**src/rtl/pin_cmd_scheduler.sv**
```systemverilog
// Timed pin-configuration command queue. Each command is replayed as four words on
// the shared pincontrol bus, with the waveform word last. The host always takes the bus first.
module pin_cmd_scheduler #(
    parameter int unsigned NPINS = 24,
    parameter int unsigned BASE  = 50,
    parameter int unsigned WPP   = 6,
    parameter int unsigned DEPTH = 4
) (
    input  logic        clk,
    input  logic        reset,
    input  logic [18:0] host_addr,
    input  logic [15:0] host_data,
    input  logic        host_wr,
    input  logic        host_rd,
    input  logic        cmd_valid,
    output logic        cmd_ready,
    input  logic [6:0]  cmd_pin,
    input  logic [15:0] cmd_wave,
    input  logic [15:0] cmd_freq,
    input  logic [15:0] cmd_phase,
    input  logic [15:0] cmd_ticks,
    input  logic [31:0] cmd_time,
    input  logic        flush,
    output logic [18:0] bus_addr,
    output logic [15:0] bus_data,
    output logic        bus_wr,
    output logic        bus_rd,
    output logic [31:0] time_now,
    output logic [2:0]  qcount,
    output logic        busy,
    output logic        err
);
    localparam int unsigned AW = 19;
    localparam int unsigned DW = 16;
    localparam int unsigned TW = 32;
    localparam int unsigned PW = (DEPTH > 1) ? $clog2(DEPTH) : 1;
    localparam int unsigned CW = 3;

    typedef struct packed {
        logic [6:0]    pin;
        logic [DW-1:0] wave;
        logic [DW-1:0] freq;
        logic [DW-1:0] phase;
        logic [DW-1:0] ticks;
        logic [TW-1:0] ctime;
    } cmd_t;

    typedef enum logic [2:0] {IDLE, WAIT, W_FREQ, W_PHASE, W_TICKS, W_WAVE} state_e;

    state_e        state_q, state_d;
    cmd_t          mem_q [DEPTH];
    logic [PW-1:0] wr_ptr_q, wr_ptr_d;
    logic [PW-1:0] rd_ptr_q, rd_ptr_d;
    logic [CW-1:0] count_q, count_d;
    logic [TW-1:0] time_q;

    logic          host_c;
    logic          push_c;
    logic          pop_c;
    logic          sched_wr_c;
    logic [AW-1:0] sched_addr_c;
    logic [DW-1:0] sched_data_c;
    logic          err_c;
    cmd_t          head_c;
    cmd_t          cmd_in_c;
    logic [TW-1:0] elapsed_c;
    logic          launch_c;
    logic          bad_pin_c;
    logic [AW-1:0] pin_base_c;

    assign host_c    = host_wr | host_rd;
    assign cmd_ready = reset & (count_q != CW'(DEPTH));
    assign push_c    = cmd_valid & cmd_ready & ~flush;
    assign cmd_in_c  = '{pin: cmd_pin, wave: cmd_wave, freq: cmd_freq,
                         phase: cmd_phase, ticks: cmd_ticks, ctime: cmd_time};

    // Queue head decode; the signed difference keeps launch correct across time_now wrap.
    assign head_c     = mem_q[rd_ptr_q];
    assign elapsed_c  = time_q - head_c.ctime;
    assign launch_c   = ~elapsed_c[TW-1];
    assign bad_pin_c  = 32'(head_c.pin) >= NPINS;
    assign pin_base_c = AW'(BASE) + AW'(head_c.pin) * AW'(WPP);

    always_ff @(posedge clk) begin
        if (push_c) begin
            mem_q[wr_ptr_q] <= cmd_in_c;
        end
    end

    always_comb begin
        wr_ptr_d = wr_ptr_q;
        rd_ptr_d = rd_ptr_q;
        count_d  = count_q;
        if (flush) begin
            wr_ptr_d = '0;
            rd_ptr_d = '0;
            count_d  = '0;
        end else begin
            if (push_c) wr_ptr_d = wr_ptr_q + PW'(1);
            if (pop_c)  rd_ptr_d = rd_ptr_q + PW'(1);
            count_d = count_q + CW'(push_c) - CW'(pop_c);
        end
    end

    // Any host access freezes the sequencer for that cycle.
    always_comb begin
        state_d      = state_q;
        pop_c        = 1'b0;
        sched_wr_c   = 1'b0;
        sched_addr_c = '0;
        sched_data_c = '0;
        err_c        = 1'b0;
        if (!host_c) begin
            case (state_q)
                IDLE: begin
                    if (count_q != '0) state_d = WAIT;
                end
                WAIT: begin
                    if (bad_pin_c) begin
                        pop_c   = 1'b1;
                        err_c   = 1'b1;
                        state_d = IDLE;
                    end else if (launch_c) begin
                        state_d = W_FREQ;
                    end
                end
                W_FREQ: begin
                    sched_wr_c   = 1'b1;
                    sched_addr_c = pin_base_c + AW'(1);
                    sched_data_c = head_c.freq;
                    state_d      = W_PHASE;
                end
                W_PHASE: begin
                    sched_wr_c   = 1'b1;
                    sched_addr_c = pin_base_c + AW'(2);
                    sched_data_c = head_c.phase;
                    state_d      = W_TICKS;
                end
                W_TICKS: begin
                    sched_wr_c   = 1'b1;
                    sched_addr_c = pin_base_c + AW'(3);
                    sched_data_c = head_c.ticks;
                    state_d      = W_WAVE;
                end
                W_WAVE: begin
                    sched_wr_c   = 1'b1;
                    sched_addr_c = pin_base_c;
                    sched_data_c = head_c.wave;
                    pop_c        = 1'b1;
                    state_d      = ((count_q != CW'(1)) || push_c) ? WAIT : IDLE;
                end
                default: state_d = IDLE;
            endcase
        end
        if (flush) state_d = IDLE;
    end

    always_ff @(posedge clk or negedge reset) begin
        if (!reset) begin
            state_q  <= IDLE;
            wr_ptr_q <= '0;
            rd_ptr_q <= '0;
            count_q  <= '0;
            time_q   <= '0;
        end else begin
            state_q  <= state_d;
            wr_ptr_q <= wr_ptr_d;
            rd_ptr_q <= rd_ptr_d;
            count_q  <= count_d;
            time_q   <= time_q + TW'(1);
        end
    end

    // Bus mux: host pass-through, else scheduler word, else all zero; held quiet in reset.
    assign bus_wr   = reset & (host_c ? host_wr : sched_wr_c);
    assign bus_rd   = reset & host_rd;
    assign bus_addr = !reset ? '0 : (host_c ? host_addr : sched_addr_c);
    assign bus_data = !reset ? '0 : (host_c ? host_data : sched_data_c);

    assign time_now = time_q;
    assign qcount   = count_q;
    assign busy     = (state_q == W_FREQ) || (state_q == W_PHASE) ||
                      (state_q == W_TICKS) || (state_q == W_WAVE);
    assign err      = err_c;

endmodule

```
**config.mk**
```make
export PLATFORM = sky130hd
export DESIGN_NAME = pin_cmd_scheduler
export DESIGN_NICKNAME = d
export VERILOG_FILES = /design/src/rtl/pin_cmd_scheduler.sv
export SDC_FILE = /design/constraint.sdc
export NUM_CORES = 1
export LEC_CHECK = 0
export BUFFER_PORTS_ARGS = -buffer_cell sky130_fd_sc_hd__buf_2
export CAP_MARGIN = 30
export CORE_MARGIN = 2
export CORE_UTILIZATION = 53
export CTS_BUF_LIST = sky130_fd_sc_hd__clkbuf_16
export DETAILED_ROUTE_END_ITERATION = 16
export GPL_TIMING_DRIVEN = 0
export PLACE_DENSITY_LB_ADDON = 0.1
export RECOVER_POWER = 25
export REMOVE_ABC_BUFFERS = 1
export SLEW_MARGIN = 40
export SYNTH_ARGS = -nofsm -noshare
export SYNTH_HDL_FRONTEND = slang
export SYNTH_SLANG_ARGS = --single-unit
```
**constraint.sdc**
```tcl
create_clock -name clk -period 5.3 [get_ports clk]
set_clock_uncertainty 0.1 [all_clocks]
set_input_delay 0.795 -clock clk [delete_from_list [all_inputs] [get_ports clk]]
set_output_delay 0.795 -clock clk [all_outputs]
set_load 0.1 [all_outputs]
```
After elaboration in Yosys (flattened, before gate mapping)
Memories as Yosys holds them, arrays and structs flattened. Cells that the tools add are included.

Add/subtract/negate cells: 10. Multipliers: 1. Divide/modulo/power cells: 0. Magnitude comparators: 1. Equality and inequality tests: 10. Shifts and indexed selects: 0. Mux-type cells: 27. Bitwise gates (word level): 7. Reduce and logical (&&, ||, !) cells: 10.

Operator list (number): $pmux 16 s4 (1); $pmux 12 s4 (1); $mux 19 (2); $add 32x1->32 const B (1); $mux 16 (2); $sub 32x32->32 (1); $add 11x2->12 const B (2); $mux 3 (6); $pmux 3 s6 (1); $add 11x1->12 const B (1); $add 6x10->11 const A (1); $mul 7x2->9 const B (1); $mux 1 (9); $mux 2 (4); $ge 7x5->1 const B (1); $eq 3x2->1 const B (2); $eq 3x3->1 const B (2); $ne 3x3->1 const B (2); $and 1x1->1 (5); $add 2x1->2 const B (2); $logic_or 1x1->1 (4); $ne 4x4->1 const B (1); $reduce_bool 2->1 (2); $reduce_or 4->1 (1); 11 further kinds (11).

Register bits after elaboration: 42. Latch bits: 0. RAM bits: 412. Memory bits (read-only): 0. Bits of input ports: 144. Output and inout port bits: 75. Logic and storage cells: 72. Memories kept: 1.

Memories: mem_q (depth 4, bits a word 103, read ports 1, clocked after memory_dff 0, write ports 1, RTL line 51) `cmd_t mem_q [DEPTH];`.

Logic depth before layout (Yosys ltp)
Gate-level depths: netlist of run 1.

Depth in word-level cells: 9. Mapped depth: 17. Gate-level depth less buffers: 13.

Worst setup path after synthesis of run 1
Ideal clock, no wire load.

Kind: register -> output. Start point: register rd_ptr_q[0]. End point: output port bus_addr[10]. Arrival: 6.280 ns. Required time: 4.405 ns. Slack: -1.875 ns. Cell stages (with the launch flop): 16. Path buffers: 5. Cell sequence: dfrtp_1 buf_6 buf_2 buf_2 buf_2 buf_2 mux4_2 ha_1 nand2b_1 a2111oi_0 nor3_1 nor4_1 mux2i_1 a22oi_1 nand2b_1 o21ai_0.

Cells in the longest elaborated chain, start to end: 7. Elaborated cells between the ends (all ways): 9. Those cells by class: 4 x add/sub; 1 x mul; 3 x mux; 1 x memory.

RTL lines: start: declaration (RTL line 53) `logic [PW-1:0] rd_ptr_q, rd_ptr_d;`; start signal: assignment (RTL line 168) `rd_ptr_q <= rd_ptr_d;`; $mem_v2 4x103 (*); $mul 7x2->9 (*) (RTL line 82) `assign pin_base_c = AW'(BASE) + AW'(head_c.pin) * AW'(WPP);`; $add 6x10->11 (*) (RTL line 82); $add 11x2->12 (tied with other cells) (RTL line 141) `sched_addr_c = pin_base_c + AW'(3);`; $pmux 12 s4 (*) (RTL line 114) `case (state_q)`; $mux 19 (*) (2 in a row) (RTL line 177) `assign bus_addr = !reset ? '0 : (host_c ? host_addr : sched_addr_c);`; end: declaration (RTL line 24) `output logic [18:0] bus_addr,`.

Mark *: on every way between the ends. The rest lies on a longest branch, timed or not.

Final worst setup path of run 1
Ends and elaborated chain as after synthesis.

==> results by group, run 1 <==
Clock network
  – CTS H-Tree Depth: 2
  – Clock sinks: 454
  – Worst-path clk slew: around 0.060 ns
  – CTS Buf Count: 47
  – Clk_lat worst skew: 0.56 ns
  – Longest Clk Path Bufs: 3
  – CTS root buffer: clkbuf_16
  – CTS hold repair buffers: 0
  – CTS tree: built

Detailed routing
  – DRT iter0 DRCs: between 500 and 600
  – Vias: between 10000 and 15000
  – Wirelength per Cell: 21.8 um
  – Final ANT Viol Nets: 0
  – DR pass1 iterations: 5
  – WL final: 40.3 mm
  – Residual DRC: 0
  – Routed vias/inst: between 5 and 6

Logic synthesis
  – Dominant cell type by area after synthesis: edfxtp_1
  – Post-synthesis register bit count: between 400 and 500
  – Synth Warn #: 0
  – Ys flop type: edfxtp_1
  – Post-synthesis cell count: 1074
  – Seq/Total Area, Yosys: 0.701
  – Top cell type's share of synthesized area: 0.646
  – Synthesized area per cell: about 18 um2
  – Post-synth EDFFs: about 410
  – Yosys cell types: 59
  – Async SR Flop Fraction: 0.0925
  – Mapped Area: 19200 um2
  – Area contributors post-synth: edfxtp_1, mux4_2, dfrtp_1

Layout
  – Most frequent cells in the layout: edfxtp_1, buf_2, mux4_2, clkbuf_1, inv_1
  – Area Overhead vs Synth: 19.7%
  – Share of cells above drive strength 1: 0.283
  – Nets: 1542
  – Post-Layout Cell Count: 1845
  – Most common cell after layout, fill and taps aside: edfxtp_1

Global route
  – Initial antenna violation count: 6
  – Total gr overflow: 0
  – GRT Total Usage: 0.218
  – Vias in the first global route: 10766
  – Largest net degree at the start of global routing: 49
  – First-pass GRT wire length: approximately 63 mm

STA
  – Part of the cycle the worst path needs: 0.962
  – Slew @ Worst Pin: 0.768 ns
  – Setup TNS: 0 ns
  – Minimum clock period: 5.10 ns
  – Relative slew margins: 0.488
  – Fmax: slightly below 0.2 GHz
  – Final Setup Violations: 0
  – Max-slew violations: 0
  – Fin. Hold Viols: 0

Status
  – Status: finished clean

Power and ir drop
  – Power Dens Cells: around 330 nW/um2
  – Sw Pwr: 1.65 mW
  – Seq pwr share: 0.526
  – Switching share of total power: 0.219
  – Worst vdd ir: about 0.00031 V
  – Combinational share of power: 0.071
  – Share of total power in the clock network: 0.403
  – Total power: 7.55 mW
  – Static Leakage: 8.25 nW
  – Internal power: about 5.9 mW

Floorplan
  – Cell Rows: 69
  – I/O pins: 219
  – Die H: 194 um
  – Die area: 37700 um2
  – Starting Density: 0.539
  – Die Span X: roughly 190 um
  – Core Box Area: 35600 um2

Worst setup path
  – R2r startpoint: rd_ptr_q[1]
  – Worst setup startpoint: rd_ptr_q[0]
  – Crit start category: flop
  – CP required: 4.41 ns
  – CP Max Fanout: 7
  – R2R setup slack: 1.10 ns
  – Crit path arrival time: between 4 and 5 ns
  – Crit. End Element: output pin
  – Crit path kind: reg -> out

Job
  – Maxcap violations: 0

Min path
  – Worst hold path class: in -> async

Placement
  – Hpwl dp: around 26 mm
  – Port bufs: 218
  – Placed Cells: between 1500 and 2000
  – RD Place Congestion: 0.786
## synth_stat cells, types with 9 or more instances
master and number:
inv_1 49, nor2_1 37, a21o_1 24, nor3_1 9, nand3_1 22, o21ai_0 22, and2_1 16, clkbuf_1 25
a22oi_1 35, dfrtp_1 42, mux4_2 103, xnor2_1 31, edfxtp_1 412, nand2_1 42, xor2_1 15, buf_2 12
a21oi_1 30, and3_1 9, ha_1 53
## flip-flops by register name, summed over array words and instances, names as in the netlist
| signal | count |
|---|---|
| mem_q | 412 |
| qcount | 3 |
| rd_ptr_q | 2 |
| state_q | 3 |
| time_now | 32 |
| wr_ptr_q | 2 |
## path summary, 6_finish.rpt
kind                                 to  depth (start not counted)
max                        bus_addr[10]                         12
min                         time_now[9]                          1
max reg2reg                  state_q[0]                         14
min reg2reg                time_now[19]                          1
max in group asynchronous   rd_ptr_q[1]                          1
min in group clk           mem_q[2][75]                          1
## metal layers
metal,share of wire,vias up,routed length [um],track usage
li1,-,4816,-,-
met1,0.43,5261,17100,0.295
met2,0.48,267,19500,0.353
met3,0.067,77,2690,0.0496
met4,0.023,8,936,0.0701
met5,0.0011,-,45,0
## through the flow
stage / area, um2 / util / hold WS [ns] / setup slack [ns]
after floorplan: 19000 / - / 0.399 / -4.53
after global placement: 20600 / 0.580 / 0.412 / -5.46
after detailed placement: 21200 / 0.597 / 0.419 / -0.138
after CTS: 22800 / 0.642 / 0.155 / 0.00736
after global routing: 22900 / 0.644 / 0.191 / -0.0422
final: 22900 / 0.644 / 0.169 / 0.204
## critical path, stage by stage (launching register included)
cell       delay [ns]
dfrtp_4          0.51
mux4_2           0.59
ha_1             0.26
fa_2             0.40
nand2b_1         0.17
a2111oi_4        0.11
o21a_1           0.24
nor4_4           0.35
mux2i_1          0.23
a22oi_1          0.12
nand2b_1         0.17
o21ai_0          0.20
clkbuf_8         0.28
## logic make-up (layout without fill, tap and decap cells)
group	Yosys count	count (layout)	synth area share
multiplexers	108	108	0.124
other	0	5	0
flip-flops	454	454	0.701
AND/OR/NAND/NOR	172	172	0.0462
XOR/XNOR	46	46	0.0210
buffers and inverters	92	397	0.0196
AO/OA/AOI/OAI	147	147	0.0519
adder cells (fa/ha/maj)	55	55	0.0367
## cell type report
cell class / instances / area (um2)
Antenna cell: 5 / 12.5
Clock buffer: 49 / 1230
Clock inverter: 36 / 200
Fill cell: 2596 / 12600
Inverter: 49 / 184
Multi-Input combinational cell: 528 / 5550
Sequential cell: 454 / 13400
Tap cell: 461 / 577
Timing Repair Buffer: 263 / 1740
## power groups by stage
| stage | Sequential [mW] | Clock [mW] | Combinational (mW) |
|---|---|---|---|
| after floorplan | 4.07 | 0 | 0.313 |
| after global placement | 4.07 | 0 | 0.474 |
| after detailed placement | 4.05 | 0 | 0.507 |
| after CTS | 3.98 | 3.13 | 0.524 |
| after global routing | 3.98 | 3.26 | 0.580 |
| final | 3.98 | 3.04 | 0.533 |
## timing repair
item | CTS | global route
pin swaps | 1 | 3
gates cloned | 1 | 0
resized for setup | 13 | 22
buffers inserted | 11 | 5
endpoints found under the setup margin | 6 | 5
No activity file was read; power rests on OpenSTA's default activity.
==> run 2: changes to the inputs <==
- CORE_UTILIZATION: 53 -> 58
- SETUP_SLACK_MARGIN: not set -> 0.05
- clock period: 5.3 -> 5.8 ns (I/O delays scaled with it)
==> run 2 against run 1 <==
Worst setup slack better by 0.12 ns. Wire length decreased by 4.8%. Cell count shrank 1.7%. Critical path type unchanged. Critical endpoint is now bus_addr[9].
==> results by group, run 2 (synthesis results as in run 1) <==
Status
  – Status: finished clean

Clock network
  – Clk_lat worst skew: 0.54 ns
  – Longest Clk Path Bufs: 3
  – CTS hold repair buffers: 0
  – Worst-path clk slew: 0.06 ns
  – CTS Buf Count: 46
  – CTS H-Tree Depth: 2
  – CTS root buffer: clkbuf_16
  – CTS tree: built
  – Clock sinks: 454

Detailed routing
  – DRT iter0 DRCs: ~580
  – Vias: 10378
  – DR pass1 iterations: 7
  – Wirelength per Cell: roughly 21 um
  – WL final: ~38 mm
  – Routed vias/inst: roughly 5.7
  – Residual DRC: 0
  – Final ANT Viol Nets: 0

Worst setup path
  – Slowest-stage cell, CP: mux4_2
  – R2r startpoint: rd_ptr_q[0]
  – Crit path kind: reg -> out
  – Cell repeated most along the worst path: buf_16
  – Crit start category: flop
  – R2R setup slack: 1.65 ns
  – CP required: 4.83 ns
  – Crit. End Element: output pin
  – CP Buf/Inv Count: 4
  – CP Max Fanout: 24
  – Delay-heaviest family, CP: buffers and inverters
  – Slowest stage delay, CP: 0.58 ns
  – R2R Path End: state_q[0]
  – Worst-case reg-to-reg path depth: 13
  – Crit path arrival time: 4.51 ns
  – Critical-path cell list: buf_16 > buf_16 > mux4_2 > ha_1 > fa_1 > xor2_2 > inv_1 > a211o_1 > nand3b_1 > xor2_1 > nor3_2 > nor4b_2 > o21ai_0 > buf_6

STA
  – Fin. Hold Viols: 0
  – Final Hold Slack: 0.255 ns
  – Part of the cycle the worst path needs: 0.945
  – Max-slew violations: 0
  – Setup repair after global routing missed its margin: true
  – Minimum clock period: 5.48 ns
  – Fmax: around 0.18 GHz
  – Slew @ Worst Pin: 0.741 ns
  – Final Setup Violations: 0
  – Post-route worst setup slack: 0.319 ns
  – Relative slew margins: 0.505

Layout
  – Max reg flops: 412
  – Nets: between 1500 and 2000
  – Most frequent cells in the layout: edfxtp_1, buf_2, mux4_2, clkbuf_1, inv_1
  – Reg with most FFs: mem_q
  – Most common cell after layout, fill and taps aside: edfxtp_1
  – Final Util: 0.698
  – Share of cells above drive strength 1: 0.271
  – Sequential cell area: 13400 um2
  – Area Overhead vs Synth: 18.6%
  – Fill cells: 2196
  – Multi-input gate area: approximately 5500 um2

Floorplan
  – Die H: 186 um
  – Die area: 34500 um2
  – Core Box Area: 32500 um2
  – Starting Density: 0.589
  – Die Span X: 186 um
  – I/O pins: 219
  – Cell Rows: 66

Placement
  – Hpwl dp: 25.1 mm
  – RD Place Congestion: 0.807
  – Port bufs: 218
  – Pre-CTS WS: around 0.029 ns

Global route
  – GRT Total Usage: 0.227
  – Vias in the first global route: 10723
  – Initial antenna violation count: 5
  – Largest net degree at the start of global routing: 49
  – Total gr overflow: 0
  – First-pass GRT wire length: 59.1 mm

Min path
  – Worst hold path class: in -> async

Power and ir drop
  – Total power: 6.88 mW
  – Static Leakage: ~8 nW
  – Power Dens Cells: 303 nW/um2
  – Worst vdd ir: 0.000304 V

Job
  – Maxcap violations: 0
## run 2: cell types whose count changed in the layout (fill, tap and decap cells not counted), moves of 3 or more
cell      previous run  this run
buf_4               20        11
buf_16               5         8
clkbuf_1            69        72
buf_2              145       141
buf_12              19        14
clkinv_1            12         9
## run 2: how the worst max path moves through the flow
stage | cells past startpoint | from | slack, ns | endpoint
after floorplan | 11 | rd_ptr_q[0] | -4.10 | bus_addr[10]
after global placement | 12 | rd_ptr_q[0] | -4.81 | bus_addr[9]
after detailed placement | 14 | rd_ptr_q[0] | 0.03 | bus_addr[9]
after CTS | 14 | rd_ptr_q[0] | 0.09 | bus_addr[9]
after global routing | 14 | rd_ptr_q[0] | 0.03 | bus_addr[9]
final | 14 | rd_ptr_q[0] | 0.32 | bus_addr[9]
## run 2: per-stage QoR
step,TNS [ns],cells,area [um2]
floorplan,-581.88,1031,19000
global placement,-791.29,1691,20600
detailed placement,0,1718,21200
CTS,0,1804,22700
global route,0,1809,22700
finish,0,1814,22700
## run 2: routing by layer
| metal | up-vias | track usage | routed length [um] |
|---|---|---|---|
| met3 | 53 | 0.0460 | 2360 |
| li1 | 4797 | - | - |
| met4 | 0 | 0.0595 | 735 |
| met1 | 5232 | 0.298 | 15700 |
| met5 | - | 0 | 0 |
| met2 | 296 | 0.390 | 19600 |
## run 2: power breakdown
part	switching (mW)	internal (mW)	leakage, nW	total, mW
sequential	0.0129	3.62	4.29	3.63
clock	1.18	1.60	0.757	2.78
combinational	0.312	0.161	3.12	0.474
## run 2: cell type report
type	count	share of cell area
Sequential cell	454	0.591
Timing Repair Buffer	251	0.0718
Tap cell	442	0.0243
Multi-Input combinational cell	528	0.241
Clock buffer	47	0.0518
Inverter	49	0.00810
Antenna cell	6	0.000661
Clock inverter	37	0.0111
## run 2: repair_timing
item | CTS | global route
cloned | 0 | 1
pin swaps | 0 | 2
setup buffers | 2 | 3
gates resized for setup | 10 | 13
endpoints found under the setup margin | 7 | 6
